--- src/rtl/stopwatch_control.sv ---
// stopwatch_control: stop/run/pause/adjust sequencer for the MM:SS stopwatch.
// Keeps the BCD count and registers per-field blanking for the display mux.
module stopwatch_control #(
    parameter int MIN_MAX = 59
) (
    input  logic       clk,
    input  logic       rst,
    input  logic       sec_clk,
    input  logic       blink_clk,
    input  logic       pause_p,
    input  logic       clear_p,
    input  logic       adj,
    input  logic       sel,
    output logic [3:0] min_tens,
    output logic [3:0] min_ones,
    output logic [3:0] sec_tens,
    output logic [3:0] sec_ones,
    output logic [1:0] state,
    output logic       blank_min,
    output logic       blank_sec,
    output logic       rollover
);

    typedef enum logic [1:0] {
        S_STOP  = 2'b00,
        S_RUN   = 2'b01,
        S_PAUSE = 2'b10,
        S_ADJ   = 2'b11
    } state_t;

    localparam logic [3:0] MAX_T = 4'(MIN_MAX / 10);
    localparam logic [3:0] MAX_O = 4'(MIN_MAX % 10);

    state_t     st_q, st_d;
    logic       sec_q, blink_q;
    logic       sec_edge, blink_edge;
    logic       sec_wrap, min_wrap;
    logic [3:0] mt_d, mo_d, stn_d, so_d;
    logic [3:0] mt_inc, mo_inc, stn_inc, so_inc;
    logic       roll_d, bmin_d, bsec_d;

    assign sec_edge   = sec_clk & ~sec_q;
    assign blink_edge = blink_clk & ~blink_q;
    assign state      = st_q;

    assign sec_wrap = (sec_tens == 4'd5) && (sec_ones == 4'd9);
    assign min_wrap = (min_tens == MAX_T) && (min_ones == MAX_O);

    // Field increments; each wraps on its own, carry is applied below.
    always_comb begin
        so_inc  = (sec_ones == 4'd9) ? 4'd0 : sec_ones + 4'd1;
        stn_inc = sec_tens;
        if (sec_ones == 4'd9)
            stn_inc = (sec_tens == 4'd5) ? 4'd0 : sec_tens + 4'd1;
        mo_inc = (min_ones == 4'd9) ? 4'd0 : min_ones + 4'd1;
        mt_inc = (min_ones == 4'd9) ? min_tens + 4'd1 : min_tens;
        if (min_wrap) begin
            mo_inc = 4'd0;
            mt_inc = 4'd0;
        end
    end

    always_comb begin
        st_d   = st_q;
        mt_d   = min_tens;
        mo_d   = min_ones;
        stn_d  = sec_tens;
        so_d   = sec_ones;
        roll_d = 1'b0;
        if (clear_p) begin
            mt_d  = 4'd0;
            mo_d  = 4'd0;
            stn_d = 4'd0;
            so_d  = 4'd0;
            st_d  = (st_q == S_ADJ) ? S_ADJ : S_STOP;
        end else begin
            if (st_q == S_RUN && sec_edge) begin
                so_d  = so_inc;
                stn_d = stn_inc;
                if (sec_wrap) begin
                    mo_d   = mo_inc;
                    mt_d   = mt_inc;
                    roll_d = min_wrap;
                end
            end
            if (st_q == S_ADJ && blink_edge) begin
                if (sel) begin
                    mo_d = mo_inc;
                    mt_d = mt_inc;
                end else begin
                    so_d  = so_inc;
                    stn_d = stn_inc;
                end
            end
            unique case (st_q)
                S_STOP: begin
                    if (adj)
                        st_d = S_ADJ;
                    else if (pause_p)
                        st_d = S_RUN;
                end
                S_RUN: begin
                    if (adj)
                        st_d = S_ADJ;
                    else if (pause_p)
                        st_d = S_PAUSE;
                end
                S_PAUSE: begin
                    if (adj)
                        st_d = S_ADJ;
                    else if (pause_p)
                        st_d = S_RUN;
                end
                S_ADJ: begin
                    if (!adj)
                        st_d = S_PAUSE;
                end
                default: st_d = S_STOP;
            endcase
        end
        // Keyed off the next state so blanking never lingers past ADJUST.
        bsec_d = (st_d == S_ADJ) & ~sel & blink_clk;
        bmin_d = (st_d == S_ADJ) & sel & blink_clk;
    end

    always_ff @(posedge clk) begin
        if (rst) begin
            st_q      <= S_STOP;
            sec_q     <= sec_clk;
            blink_q   <= blink_clk;
            min_tens  <= 4'd0;
            min_ones  <= 4'd0;
            sec_tens  <= 4'd0;
            sec_ones  <= 4'd0;
            blank_min <= 1'b0;
            blank_sec <= 1'b0;
            rollover  <= 1'b0;
        end else begin
            st_q      <= st_d;
            sec_q     <= sec_clk;
            blink_q   <= blink_clk;
            min_tens  <= mt_d;
            min_ones  <= mo_d;
            sec_tens  <= stn_d;
            sec_ones  <= so_d;
            blank_min <= bmin_d;
            blank_sec <= bsec_d;
            rollover  <= roll_d;
        end
    end

endmodule

--- config.mk ---
export PLATFORM = sky130hd
export DESIGN_NAME = stopwatch_control
export DESIGN_NICKNAME = d
export VERILOG_FILES = /design/src/rtl/stopwatch_control.sv
export SDC_FILE = /design/constraint.sdc
export NUM_CORES = 1
export LEC_CHECK = 0
export BUFFER_PORTS_ARGS = -buffer_cell sky130_fd_sc_hd__buf_2
export CAP_MARGIN = 5
export CORE_MARGIN = 3
export CORE_UTILIZATION = 45
export CTS_BUF_LIST = sky130_fd_sc_hd__clkbuf_4 sky130_fd_sc_hd__clkbuf_8 sky130_fd_sc_hd__clkbuf_16
export DETAILED_ROUTE_END_ITERATION = 8
export GPL_TIMING_DRIVEN = 0
export PLACE_DENSITY = 0.76
export RECOVER_POWER = 50
export SYNTH_ARGS = -nofsm -noshare
export SYNTH_HDL_FRONTEND = slang
export SYNTH_SLANG_ARGS = --single-unit
--- constraint.sdc ---
create_clock -name clk -period 2 [get_ports clk]
set_clock_uncertainty 0.2 [all_clocks]
set_input_delay 0.1 -clock clk [delete_from_list [all_inputs] [get_ports clk]]
set_output_delay 0.1 -clock clk [all_outputs]
set_load 0.005 [all_outputs]
==> run metrics <==
postcts setup bufs=0; post-placement setup slack=0.119 ns; Pwr Total=0.000743 W; initial core utilization=0.495; Global Route Usage Sum=0.173; critical path class=reg -> reg; chip width=56.5 um; Ys Warns=0; Post-synth EDFFs=0; RR Startpoint=sec_ones[1]; worst r2r path cells=5; nets@finish=180; cell leakage power=0.542 nW; Max Slew Vio Count=0; Final min period=1.89 ns; Critical Path Stages=5; first-pass GRT wire length=4430 um; die height=56.5 um; hpwl dp=1930 um; part of the cycle the worst path needs=0.945; Worst Path Required=2.05 ns; Max Freq=529 MHz; maximum clock path buffer count=2; worst slew pin tran=0.451 ns; post-synthesis sequential area ratio=0.401; Die Area=0.00319 sq mm; CTS root buffer=clkbuf_4; router iterations before antenna repair=4; Vias=1127; main flop type after synthesis=dfxtp_1; #FFs+latches synth=23; Final Hold Viols=0; Post-Synthesis Cell Area=0.00115 sq mm; fin worst setup slack=0.111 ns; max_cap viols=0; drt first-iter violations=35; number of fill cells=204; Seq. cell area=464 sq um; Max FO, Critical Path=9; maximum vdd drop=0.412 mV; Finished Core Util=0.601; fin cells=195; grt ovf=0; worst reg2reg path endpoint=min_tens[3]; Setup Viol. Count Final=0; H-tree depth=1; multi-input logic area=626 sq um; CP Capture Point=min_tens[3]; max-slew headroom at the worst pin=0.699; largest net degree at the start of global routing=14; CTS buffer count=3; wire per inst=13.8 um; Worst Setup Start Kind=register; crit path buf inv count=1; family with the most delay on the worst path=simple AND/OR/NAND/NOR gates; worst hold-check path type=in -> reg; slowest stage delay, CP=0.48 ns; FFs w/ async S/R, synth=0; WL final=2680 um; Avg Cell Area, Syn=8.76 sq um; DRT antenna net count=0; Area Overhead vs Synth=21.5%; flop-to-flop setup slack=0.11 ns; RSZ-0062 raised after global routing=true; Syn Nets=143; Inst Count DP=186; CTS tree=yes; Core ar.=0.00232 sq mm; vias in the first global route=1042; Clock transition at path regs=0.12 ns; IO Pins=29; crit-path cells=buf_6, and4bb_4, a32oi_4, or4_1, a21oi_1; Synth Instances=131; clock sink count=23; Worst-Skew Late Latency=0.32 ns; PD cells=533 mW/mm^2; CP max stage cell=or4_1; status=completed; PortBufs=27; Core Rows=17; gpl congestion=0.697; drt via density=5.78; CP endpoint kind=register; residual DRC count=0; layout cells sized above 1=0.240; distinct cell type count after synthesis=36; initial antenna violation count=0; Critical Path Source=sec_ones[1]; Arrival @ worst endpoint=1.94 ns; ANT cells=0
metrics by stage:
stage                      TNS, ns  hold WS (ns)  instance area (sq um)
after floorplan                  0       -0.0723                   1150
after global placement           0        0.0171                   1320
after detailed placement         0        0.0177                   1320
after CTS                        0       0.00164                   1400
after global routing      -0.00617        0.0296                   1390
final                            0       0.00808                   1390
synth_stat cells, types with 2 or more instances:
| library cell | n | area, sq um |
|---|---|---|
| dfxtp_1 | 23 | 460 |
| a21oi_1 | 18 | 90.1 |
| o21ai_0 | 14 | 70.1 |
| inv_1 | 9 | 33.8 |
| nor2_1 | 5 | 18.8 |
| or3_1 | 5 | 31.3 |
| or4_1 | 5 | 37.5 |
| ha_1 | 4 | 50.1 |
| nand2_1 | 4 | 15.0 |
| nand3_1 | 4 | 20.0 |
| nand4_1 | 4 | 25.0 |
| nor2b_1 | 4 | 25.0 |
| a31oi_1 | 3 | 18.8 |
| clkbuf_1 | 3 | 11.3 |
| and3b_1 | 2 | 17.5 |
| and4bb_2 | 2 | 25.0 |
| nor4_1 | 2 | 12.5 |
| or2_2 | 2 | 12.5 |
sequential cells by signal (all words and copies together) (netlist names):
| register | cells |
|---|---|
| sec_q | 1 |
| blank_sec | 1 |
| blank_min | 1 |
| min_ones | 4 |
| min_tens | 4 |
| sec_tens | 4 |
| blink_q | 1 |
| state | 2 |
| sec_ones | 4 |
| rollover | 1 |
timing repair:
| action | 4_1_cts | 5_1_grt |
|---|---|---|
| hold endpoints to repair | 7 | 0 |
| hold buffers | 5 | 0 |
| gates resized for setup | 0 | 4 |
| endpoints found under the setup margin | 0 | 2 |
layout make-up:
type / count / share of cell area
multi-input combinational: 94 / 0.449
sequential: 23 / 0.333
timing repair buffer: 32 / 0.129
tap: 28 / 0.0251
inverter: 9 / 0.0242
buffer: 5 / 0.0197
clock buffer: 3 / 0.0162
clock inverter: 1 / 0.00359
report_power, final:
| group | leakage, nW | internal [W] | total [W] | switching [W] |
|---|---|---|---|---|
| clock network | 0.0177 | 0.0000749 | 0.000221 | 0.000146 |
| registers | 0.188 | 0.000464 | 0.000469 | 0.00000532 |
| logic | 0.336 | 0.0000235 | 0.0000526 | 0.0000290 |
| total | 0.542 | 0.000563 | 0.000743 | 0.000180 |
cell families after synthesis:
kind of cell / Yosys count / synth area share
simple gates: 46 / 0.265
compound gates: 43 / 0.229
flops: 23 / 0.401
buf+inv: 14 / 0.0534
fa+ha+maj: 4 / 0.0436
xor+xnor: 1 / 0.00763
worst reg2reg max path, delay by kind of cell (launching register included):
family / cells / cell delay, ns
buffers and inverters: 1 / 0.13
AO/OA/AOI/OAI: 2 / 0.31
flip-flops: 1 / 0.34
AND/OR/NAND/NOR: 2 / 0.84
per-layer routing:
metal | up-vias | wire length [um] | track usage
met2 | 27 | 1380 | 0.312
li1 | 561 | - | -
met1 | 534 | 1130 | 0.202
met5 | - | 0 | 0
met4 | 0 | 46 | 0.0746
met3 | 5 | 127 | 0.0230
layout by cell type, fill, tap and decap left out, types with 2 or more instances in the layout:
cell type      instances
a21oi_1               18
a31oi_1                3
and3b_1                2
and4bb_2               2
buf_2                 24
clkbuf_1               7
clkbuf_4               3
dfxtp_1               20
dfxtp_2                3
dlygate4sd3_1          5
ha_1                   4
inv_1                  9
nand2_1                4
nand3_1                4
nand4_1                4
nor2_1                 5
nor2b_1                4
nor4_1                 2
o21ai_0               14
or2_2                  2
or3_1                  5
or4_1                  5
how the worst min path moves through the flow:
stage,slack (ns),endpoint,cells after the start,start
after floorplan,-0.07,blink_q,0,blink_clk
after global placement,0.02,sec_q,1,sec_clk
after detailed placement,0.02,sec_q,1,sec_clk
after CTS,0.002,state[1],4,adj
after global routing,0.03,state[0],4,adj
final,0.008,state[1],4,pause_p
(Power assumes the default switching activity.)
